`config.mk`:
```
export PLATFORM = sky130hd
export DESIGN_NAME = lcd_hd44780_responder
export DESIGN_NICKNAME = d
export VERILOG_FILES = /design/src/rtl/lcd_hd44780_responder.sv
export SDC_FILE = /design/constraint.sdc
export NUM_CORES = 1
export LEC_CHECK = 0
export BUFFER_PORTS_ARGS = -buffer_cell sky130_fd_sc_hd__buf_2
export CORE_ASPECT_RATIO = 0.6
export CORE_UTILIZATION = 54
export DETAILED_ROUTE_END_ITERATION = 8
export PLACE_DENSITY_LB_ADDON = 0.1
export SYNTH_ARGS = -nofsm -noshare
export SYNTH_HDL_FRONTEND = slang
export SYNTH_SLANG_ARGS = --single-unit
```
`constraint.sdc`:
```
create_clock -name CLK -period 8.8 [get_ports CLK]
set_clock_uncertainty 0.05 [all_clocks]
set_input_delay 0 -clock CLK [delete_from_list [all_inputs] [get_ports CLK]]
set_output_delay 0 -clock CLK [all_outputs]
set_load 0.02 [all_outputs]
```
`src/rtl/lcd_hd44780_responder.sv`:
```
// HD44780-compatible display-side responder: 8-bit bus decode, 80-byte
// DDRAM, address counter, D/C/B flags, busy modelling and a side read port.
module lcd_hd44780_responder #(
    parameter int BUSY_CYCLES = 16
) (
    input  logic       CLK,
    input  logic       reset,
    input  logic       LCD_EN,
    input  logic       LCD_RS,
    input  logic       LCD_RW,
    input  logic [7:0] LCD_DATA_IN,
    output logic [7:0] LCD_DATA_OUT,
    output logic       LCD_DATA_OE,
    input  logic [6:0] rd_addr,
    output logic [7:0] rd_char,
    output logic       disp_on,
    output logic       cursor_on,
    output logic       blink_on,
    output logic       busy,
    output logic [6:0] ac,
    output logic       err
);

    typedef enum logic [1:0] {
        S_FILL,
        S_BUSY,
        S_IDLE
    } state_t;

    state_t     state;
    logic       en_s1, en_s2, en_s3;
    logic       en_rise, en_fall;
    logic       lat_rs, lat_rw;
    logic [7:0] lat_d;
    logic [6:0] fill_idx;
    logic [7:0] cnt;
    logic       id, sh, dl, nl, fnt;
    logic [7:0] mem [0:79];
    logic       we;
    logic [6:0] waddr;
    logic [7:0] wdata;
    logic [6:0] cur_idx;
    logic       bad_access;

    function automatic logic [6:0] ac_step(input logic [6:0] a,
                                           input logic inc);
        if (inc) begin
            if (a == 7'h27) return 7'h40;
            if (a == 7'h67) return 7'h00;
            return a + 7'd1;
        end
        if (a == 7'h00) return 7'h67;
        if (a == 7'h40) return 7'h27;
        return a - 7'd1;
    endfunction

    function automatic logic addr_ok(input logic [6:0] a);
        return (a <= 7'h27) || (a >= 7'h40 && a <= 7'h67);
    endfunction

    assign en_rise = en_s2 & ~en_s3;
    assign en_fall = ~en_s2 & en_s3;
    assign busy    = (state != S_IDLE);
    assign cur_idx = ac[6] ? 7'd40 + {1'b0, ac[5:0]} : {1'b0, ac[5:0]};
    // Status reads are the only access tolerated outside IDLE.
    assign bad_access = en_fall && (state != S_IDLE) && (!lat_rw || lat_rs);

    always_comb begin
        we    = 1'b0;
        waddr = fill_idx;
        wdata = 8'h20;
        if (!reset) begin
            if (state == S_FILL) begin
                we = 1'b1;
            end else if (state == S_IDLE && en_fall && lat_rs && !lat_rw) begin
                we    = 1'b1;
                waddr = cur_idx;
                wdata = lat_d;
            end
        end
    end

    always_ff @(posedge CLK) begin
        if (we) mem[waddr] <= wdata;
        rd_char <= (rd_addr > 7'd79) ? 8'h20 : mem[rd_addr];
    end

    always_ff @(posedge CLK) begin
        if (reset) begin
            en_s1        <= 1'b0;
            en_s2        <= 1'b0;
            en_s3        <= 1'b0;
            lat_rs       <= 1'b0;
            lat_rw       <= 1'b0;
            lat_d        <= 8'h00;
            state        <= S_FILL;
            fill_idx     <= 7'd0;
            cnt          <= 8'd0;
            ac           <= 7'h00;
            id           <= 1'b1;
            sh           <= 1'b0;
            disp_on      <= 1'b0;
            cursor_on    <= 1'b0;
            blink_on     <= 1'b0;
            dl           <= 1'b1;
            nl           <= 1'b0;
            fnt          <= 1'b0;
            err          <= 1'b0;
            LCD_DATA_OE  <= 1'b0;
            LCD_DATA_OUT <= 8'h00;
        end else begin
            en_s1 <= LCD_EN;
            en_s2 <= en_s1;
            en_s3 <= en_s2;
            if (en_rise) begin
                lat_rs <= LCD_RS;
                lat_rw <= LCD_RW;
                lat_d  <= LCD_DATA_IN;
            end
            LCD_DATA_OE  <= 1'b0;
            LCD_DATA_OUT <= 8'h00;
            if (en_s1 && LCD_RW && (!LCD_RS || state == S_IDLE)) begin
                LCD_DATA_OE  <= 1'b1;
                LCD_DATA_OUT <= LCD_RS ? mem[cur_idx] : {busy, ac};
            end
            if (bad_access) err <= 1'b1;
            unique case (state)
                S_FILL: begin
                    fill_idx <= fill_idx + 7'd1;
                    if (fill_idx == 7'd79) begin
                        state <= S_BUSY;
                        cnt   <= 8'd0;
                    end
                end
                S_BUSY: begin
                    cnt <= cnt + 8'd1;
                    if (cnt == 8'(BUSY_CYCLES - 1)) state <= S_IDLE;
                end
                S_IDLE: begin
                    if (en_fall && !lat_rs && !lat_rw) begin
                        unique case (1'b1)
                            lat_d[7]: begin
                                if (addr_ok(lat_d[6:0])) ac <= lat_d[6:0];
                                else err <= 1'b1;
                            end
                            lat_d[7:6] == 2'b01: begin
                            end
                            lat_d[7:5] == 3'b001: begin
                                dl  <= lat_d[4];
                                nl  <= lat_d[3];
                                fnt <= lat_d[2];
                                if (!lat_d[4]) err <= 1'b1;
                            end
                            lat_d[7:4] == 4'b0001: begin
                                if (!lat_d[3]) ac <= ac_step(ac, lat_d[2]);
                            end
                            lat_d[7:3] == 5'b00001: begin
                                disp_on   <= lat_d[2];
                                cursor_on <= lat_d[1];
                                blink_on  <= lat_d[0];
                            end
                            lat_d[7:2] == 6'b000001: begin
                                id <= lat_d[1];
                                sh <= lat_d[0];
                            end
                            lat_d[7:1] == 7'b0000001: ac <= 7'h00;
                            lat_d == 8'h01: begin
                                ac <= 7'h00;
                                id <= 1'b1;
                            end
                            default: begin
                            end
                        endcase
                        if (lat_d == 8'h01) begin
                            state    <= S_FILL;
                            fill_idx <= 7'd0;
                        end else if (lat_d != 8'h00) begin
                            state <= S_BUSY;
                            cnt   <= 8'd0;
                        end
                    end else if (en_fall && lat_rs) begin
                        ac    <= ac_step(ac, id);
                        state <= S_BUSY;
                        cnt   <= 8'd0;
                    end
                end
                default: state <= S_FILL;
            endcase
        end
    end

endmodule

```
# After elaboration in Yosys (flattened, before gate mapping)
# Memories as Yosys holds them, arrays and structs flattened. A register that Yosys moved wholly into a read port is not among the register bits.
# Cells that the tools add are included.
[totals]
output_inout_bits = 29
regBits = 51
input_bits = 20
n_memories = 1
ram_bits = 640
wordCells = 212
latchBits = 0
romBits = 0
[classes]
order_cmp = 4
eq_ne = 25
bitwise_logic = 5
shift = 0
multipliers = 0
div = 0
mux = 123
n_reduce_logical = 32
n_addsub = 5
[mem_list]
columns = ["memory", "words", "width", "read_ports", "rd_clocked_by_memory_dff", "write_ports", "line_no", "text"]
rows = [
  ["mem", 80, 8, 2, 1, 1, "38", "logic [7:0] mem [0:79];"],
]
[op_table]
columns = ["cell", "n"]
rows = [
  ["two-way mux 7 bit", 28],
  ["two-way mux 1 bit", 74],
  ["two-way mux 8 bit", 9],
  ["case mux 8 bit (3 select lines)", 1],
  ["== test 7 bit, second input constant", 3],
  ["case mux 7 bit (3 select lines)", 1],
  ["adder 7 x 1 -> 7 bit, second input constant", 2],
  ["case mux 7 bit (2 select lines)", 1],
  ["two-way mux 2 bit", 6],
  ["logical AND 1 bit", 11],
  ["AND reduction 5 bit", 2],
  ["AND reduction 3 bit", 3],
  ["adder 8 x 1 -> 8 bit, second input constant", 1],
  ["== test 8 x 1 -> 1 bit, second input constant", 1],
  ["== test 8 x 4 -> 1 bit, second input constant", 1],
  ["nonzero test 8 bit", 1],
  ["adder 6 x 6 -> 7 bit, first input constant", 1],
  ["== test 7 x 1 -> 1 bit, second input constant", 1],
  ["== test 7 x 6 -> 1 bit, second input constant", 1],
  [">= comparator 7 bit, second input constant", 1],
  ["> comparator 7 bit, second input constant", 1],
  ["<= comparator 7 x 6 -> 1 bit, second input constant", 1],
  ["<= comparator 7 bit, second input constant", 1],
  ["logical NOT 7 bit", 1],
  ["25 further kinds", 41],
]

# Depth between registers and ports, before layout
[logic_depth]
depth_word = 26
depth_mapped = 12
mapped_depth_nobuf = 8

# Worst setup path before layout
# No wires, ideal clock.
[synth_timing]
path_type = "reg-to-reg"
startpoint = "register state[1]"
endpoint = "memory mem[0][3] (data pin)"
setup_time_ns = 0.573
required_time_ns = 8.177
t_arrival_ns = 2.948
synth_period_minus_slack_ns = 3.572
stages_incl_launch_ff = 6
path_buffers = 1
slack_ns = 5.228
path_cell_list = "dfxtp_1 -> and2b_1 -> and3_1 -> clkbuf_1 -> nand2_1 -> nor2_1"
[synth_between]
elab_chain_cells = 7
elab_cells_between_ends = 8
cone_classes = "eq/ne (1); mux (3); reduce/logical (4)"
[synth_lines]
columns = ["item", "line_no", "text"]
rows = [
  ["start, declared", "30", "state_t state;"],
  ["start signal, assigned", "96", "state <= S_FILL;"],
  ["start signal, assigned", "131", "state <= S_BUSY;"],
  ["start signal, assigned", "137", "if (cnt == 8'(BUSY_CYCLES - 1)) state <= S_IDLE;"],
  ["== test 2 bit", "75", "end else if (state == S_IDLE && en_fall && lat_rs && !lat_rw) begin"],
  ["logical AND 1 bit (3 in a row)", "75", ""],
  ["two-way mux 8 bit", "75", ""],
  ["two-way mux 8 bit (*)", "73", "if (state == S_FILL) begin"],
  ["two-way mux 8 bit (*)", "72", "if (!reset) begin"],
  ["via wdata[3]", "41", "logic [7:0] wdata;"],
  ["end, declared", "38", ""],
]
# Mark *: on every way through the listed nets, which the timed path passes. The rest lies on a longest branch.

# Worst setup path after layout
[layout_timing]
startpoint = "register ac[3]"
endpoint = "memory mem[39][6] (enable)"
[layout_between]
elab_chain_cells = 5
[layout_lines]
columns = ["item", "line_no", "text"]
rows = [
  ["start, declared", "20", "output logic [6:0] ac,"],
  ["start signal, assigned", "143", "if (addr_ok(lat_d[6:0])) ac <= lat_d[6:0];"],
  ["start signal, assigned", "155", "if (!lat_d[3]) ac <= ac_step(ac, lat_d[2]);"],
  ["start signal, assigned", "182", "ac <= ac_step(ac, id);"],
  ["adder 6 x 6 -> 7 bit", "64", "assign cur_idx = ac[6] ? 7'd40 + {1'b0, ac[5:0]} : {1'b0, ac[5:0]};"],
  ["two-way mux 7 bit (*)", "64", ""],
  ["two-way mux 7 bit (*)", "75", ""],
  ["two-way mux 7 bit (*)", "73", ""],
  ["two-way mux 7 bit (*)", "72", ""],
]
# Every way passes the cells marked *; elsewhere a longest branch is shown, timed or not.

==> impl_metrics.py <==
metrics = {
    "setup_path": {
        "critical_path_class": "flip-flop to flip-flop",
        "r2r_end": "mem[39][6]$_DFFE_PP_",
        "cp-startpoint": "ac[3]$_SDFFE_PP0P_",
        "endpoint_kind": "flip-flop",
        "rr_worst_depth": 7,
        "r2r_slack_ns": 4.20,
        "crit_fanout": 19,
        "endpoint": "mem[39][6]$_DFFE_PP_",
        "arrival_ns": 4.77,
        "cp.required_ns": 8.96,
        "r2r-start": "ac[3]$_SDFFE_PP0P_",
        "cp-start-kind": "flip-flop",
    },
    "die": {
        "fp.dieArea_um2": 62800,
        "die_w_um": 323,
        "fp-row-count": 70,
        "die_y_um": 195,
        "initial_core_util_pct": 54.7,
        "core_um2": 61000,
        "pin_count": 49,
    },
    "hold_path": {
        "hold_path_class": "primary input to flip-flop",
        "hold_start": "LCD_RS",
    },
    "layout": {
        "final_cell_mix": "edfxtp_1 (640), mux4_2 (334), nor2_1 (129)",
        "syn_to_final_growth_pct": 9.94,
        "nFillCells": 4528,
        "multi_input_comb_area_um2": 12300,
        "seqCellArea_um2": 20400,
        "drive_above_1_share_pct": 26.9,
        "fin_nets": 1998,
        "layout_commonest_cell": "edfxtp_1",
    },
    "flow_run": {
        "maxCapViolations": 0,
    },
    "global_route": {
        "first_global_vias": 19100,
        "grt_pass1_wl_um": 143000,
        "grt_start_max_net_pins": 89,
        "gr-total-overflow": 0,
        "grt.total_usage_pct": 32.5,
        "antenna_found_initial": 3,
    },
    "yosys": {
        "syn_area_per_cell_um2": 17.2,
        "ys.flop_type": "edfxtp_1",
        "syn-instance-count": 1940,
        "synthDistinctLibCells": 71,
        "syn-cell-area_um2": 33400,
        "synth_top_area_cell": "edfxtp_1",
        "synth-seq-cells": 699,
        "synth-async-reset-ratio_pct": 0,
        "synth_top_area_share_pct": 57.6,
        "yosysWarnings": 0,
        "synth-seq-area-share_pct": 61.1,
        "synthesis.nets": 1968,
        "synth_edf_count": 640,
        "synth_area_leaders": "edfxtp_1 (58%), mux4_2 (23%), dfxtp_1 (3.5%), mux2i_1 (2.8%), nor2_1 (1.5%)",
    },
    "timing": {
        "finalSetupViolCount": 0,
        "worst_pin_slew_ns": 1.28,
        "finalHoldViolations": 0,
        "slew_viol_final": 0,
        "finalWorstSetupSlack_ns": 4.20,
        "min_period_over_period_pct": 52.3,
        "rsz0062_at_grt": "false",
        "max_freq_ghz": 0.217,
        "slew_headroom_pct": 13.7,
        "tns_ns": 0,
        "min_period_ns": 4.60,
    },
    "pwr": {
        "power.leakage_nw": 10.9,
        "vdd.ir_drop.worst_v": 0.000159,
        "powerDensity_nw_per_um2": 183,
    },
    "clock_tree": {
        "cts_sinks": 699,
        "clk_pin_slew_worst_paths_ns": 0.07,
        "numCtsBuffers": 67,
        "h-tree-depth": 3,
        "holdBufCountCts": 28,
        "clock_latency_ns": 0.62,
        "post_cts_buffers": 0,
        "cts_buffer_depth": 3,
        "cts_root_buf": "clkbuf_16",
        "ctsResizeCount": 0,
        "cts_tree": "yes",
    },
    "detailed_routing": {
        "avgRoutedWirePerCell_um": 35.0,
        "ant_nets": 0,
        "drt-initial-drc-count": 3304,
        "num_vias": 20600,
        "first_pass_iters": 6,
        "via_per_inst": 7.21,
        "wirelength_um": 99800,
        "drc": 0,
    },
    "place": {
        "place_hpwl_um": 64900,
        "portBuffers": 48,
        "place_ws_ns": 4.25,
        "routabilityCongestion": 0.941,
    },
    "run_status": {
        "status": "complete, no violations",
    },
}
## cell families (layout without fill, tap and decap cells)
| logic type | count (synthesis) | in the layout | share of synthesized area [%] |
|---|---|---|---|
| adders and majority gates | 8 | 8 | 0.300 |
| other | 0 | 1 | 0 |
| muxes | 441 | 441 | 25.8 |
| DFF | 699 | 699 | 61.1 |
| AOI/OAI and AO/OA | 247 | 247 | 4.91 |
| xor gates and xnor gates | 14 | 14 | 0.367 |
| buffers and inverters | 157 | 238 | 2.23 |
| and+or+nand+nor | 374 | 374 | 5.27 |
## metal layers
layer	part of all wire (%)	up-vias	global-route usage [%]
met3	15	152	10.5
met2	41	1559	41.6
met5	0.013	-	0
li1	-	8119	-
met1	42	10700	53.3
met4	2.3	2	7.50
## worst min-delay path by stage
| stage | endpoint | slack, ns | cells past startpoint |
|---|---|---|---|
| after floorplan | LCD_DATA_OE$_SDFF_PP0_ | 0.07 | 1 |
| after global placement | en_s1$_SDFF_PP0_ | 0.16 | 2 |
| after detailed placement | en_s1$_SDFF_PP0_ | 0.17 | 2 |
| after CTS | LCD_DATA_OE$_SDFF_PP0_ | 0.24 | 3 |
| after global routing | LCD_DATA_OE$_SDFF_PP0_ | 0.28 | 3 |
| final | LCD_DATA_OE$_SDFF_PP0_ | 0.31 | 3 |
## state kept, by name, summed over array words and instances (netlist names)
register / flops
mem: 640
LCD_DATA_OUT: 8
cnt: 8
lat_d: 8
rd_char: 8
ac: 7
fill_idx: 7
state: 2
LCD_DATA_OE: 1
blink_on: 1
cursor_on: 1
disp_on: 1
en_s1: 1
en_s2: 1
en_s3: 1
err: 1
id: 1
lat_rs: 1
lat_rw: 1
## worst max-delay path, cell delays in order (launching register included)
cell and delay [ns]:
dfxtp_1 0.89, inv_1 0.20, ha_1 0.39, mux2_2 0.46, nor2_1 0.68, nand3b_1 0.16, a21o_1 0.27, nor4_2 1.08
## synth_stat cells, types with 15 or more instances
cell type,count
edfxtp_1,640
mux4_2,334
nor2_1,131
nand2_1,104
mux2i_1,94
clkbuf_1,62
a21oi_1,60
dfxtp_1,59
buf_2,49
a22oi_1,39
o21ai_0,39
nand3_1,35
a211oi_1,20
nor2b_1,20
buf_4,17
a31oi_1,16
nor3_1,15
## final cells by class
type / count / share of cell area [%]
inverters: 13 / 0.133
well taps: 828 / 2.82
clock inverters: 19 / 0.409
diodes: 1 / 0.00682
clock buffers: 101 / 5.41
repair buffers: 105 / 2.10
multi-input cells: 1084 / 33.5
flip-flops and latches: 699 / 55.6
## power by group
group | internal, mW | switching [mW]
Combinational | 0.110 | 0.153
Sequential | 3.58 | 0.0126
Clock | 1.62 | 1.24
## through the flow
stage | cell area [um^2] | util [%] | total power [mW] | cells | hold slack (ns)
2_1_floorplan | 33400 | - | 3.84 | 1940 | 0.0749
5_1_grt | 36700 | 60.2 | 6.89 | 2849 | 0.285
3_5_place_dp | 34300 | 56.2 | 3.92 | 2701 | 0.175
6_report | 36700 | 60.2 | 6.72 | 2850 | 0.305
4_1_cts | 36700 | 60.2 | 6.75 | 2849 | 0.239
3_3_place_gp | 34300 | 56.2 | 3.92 | 2701 | 0.163
(Power assumes the default switching activity.)
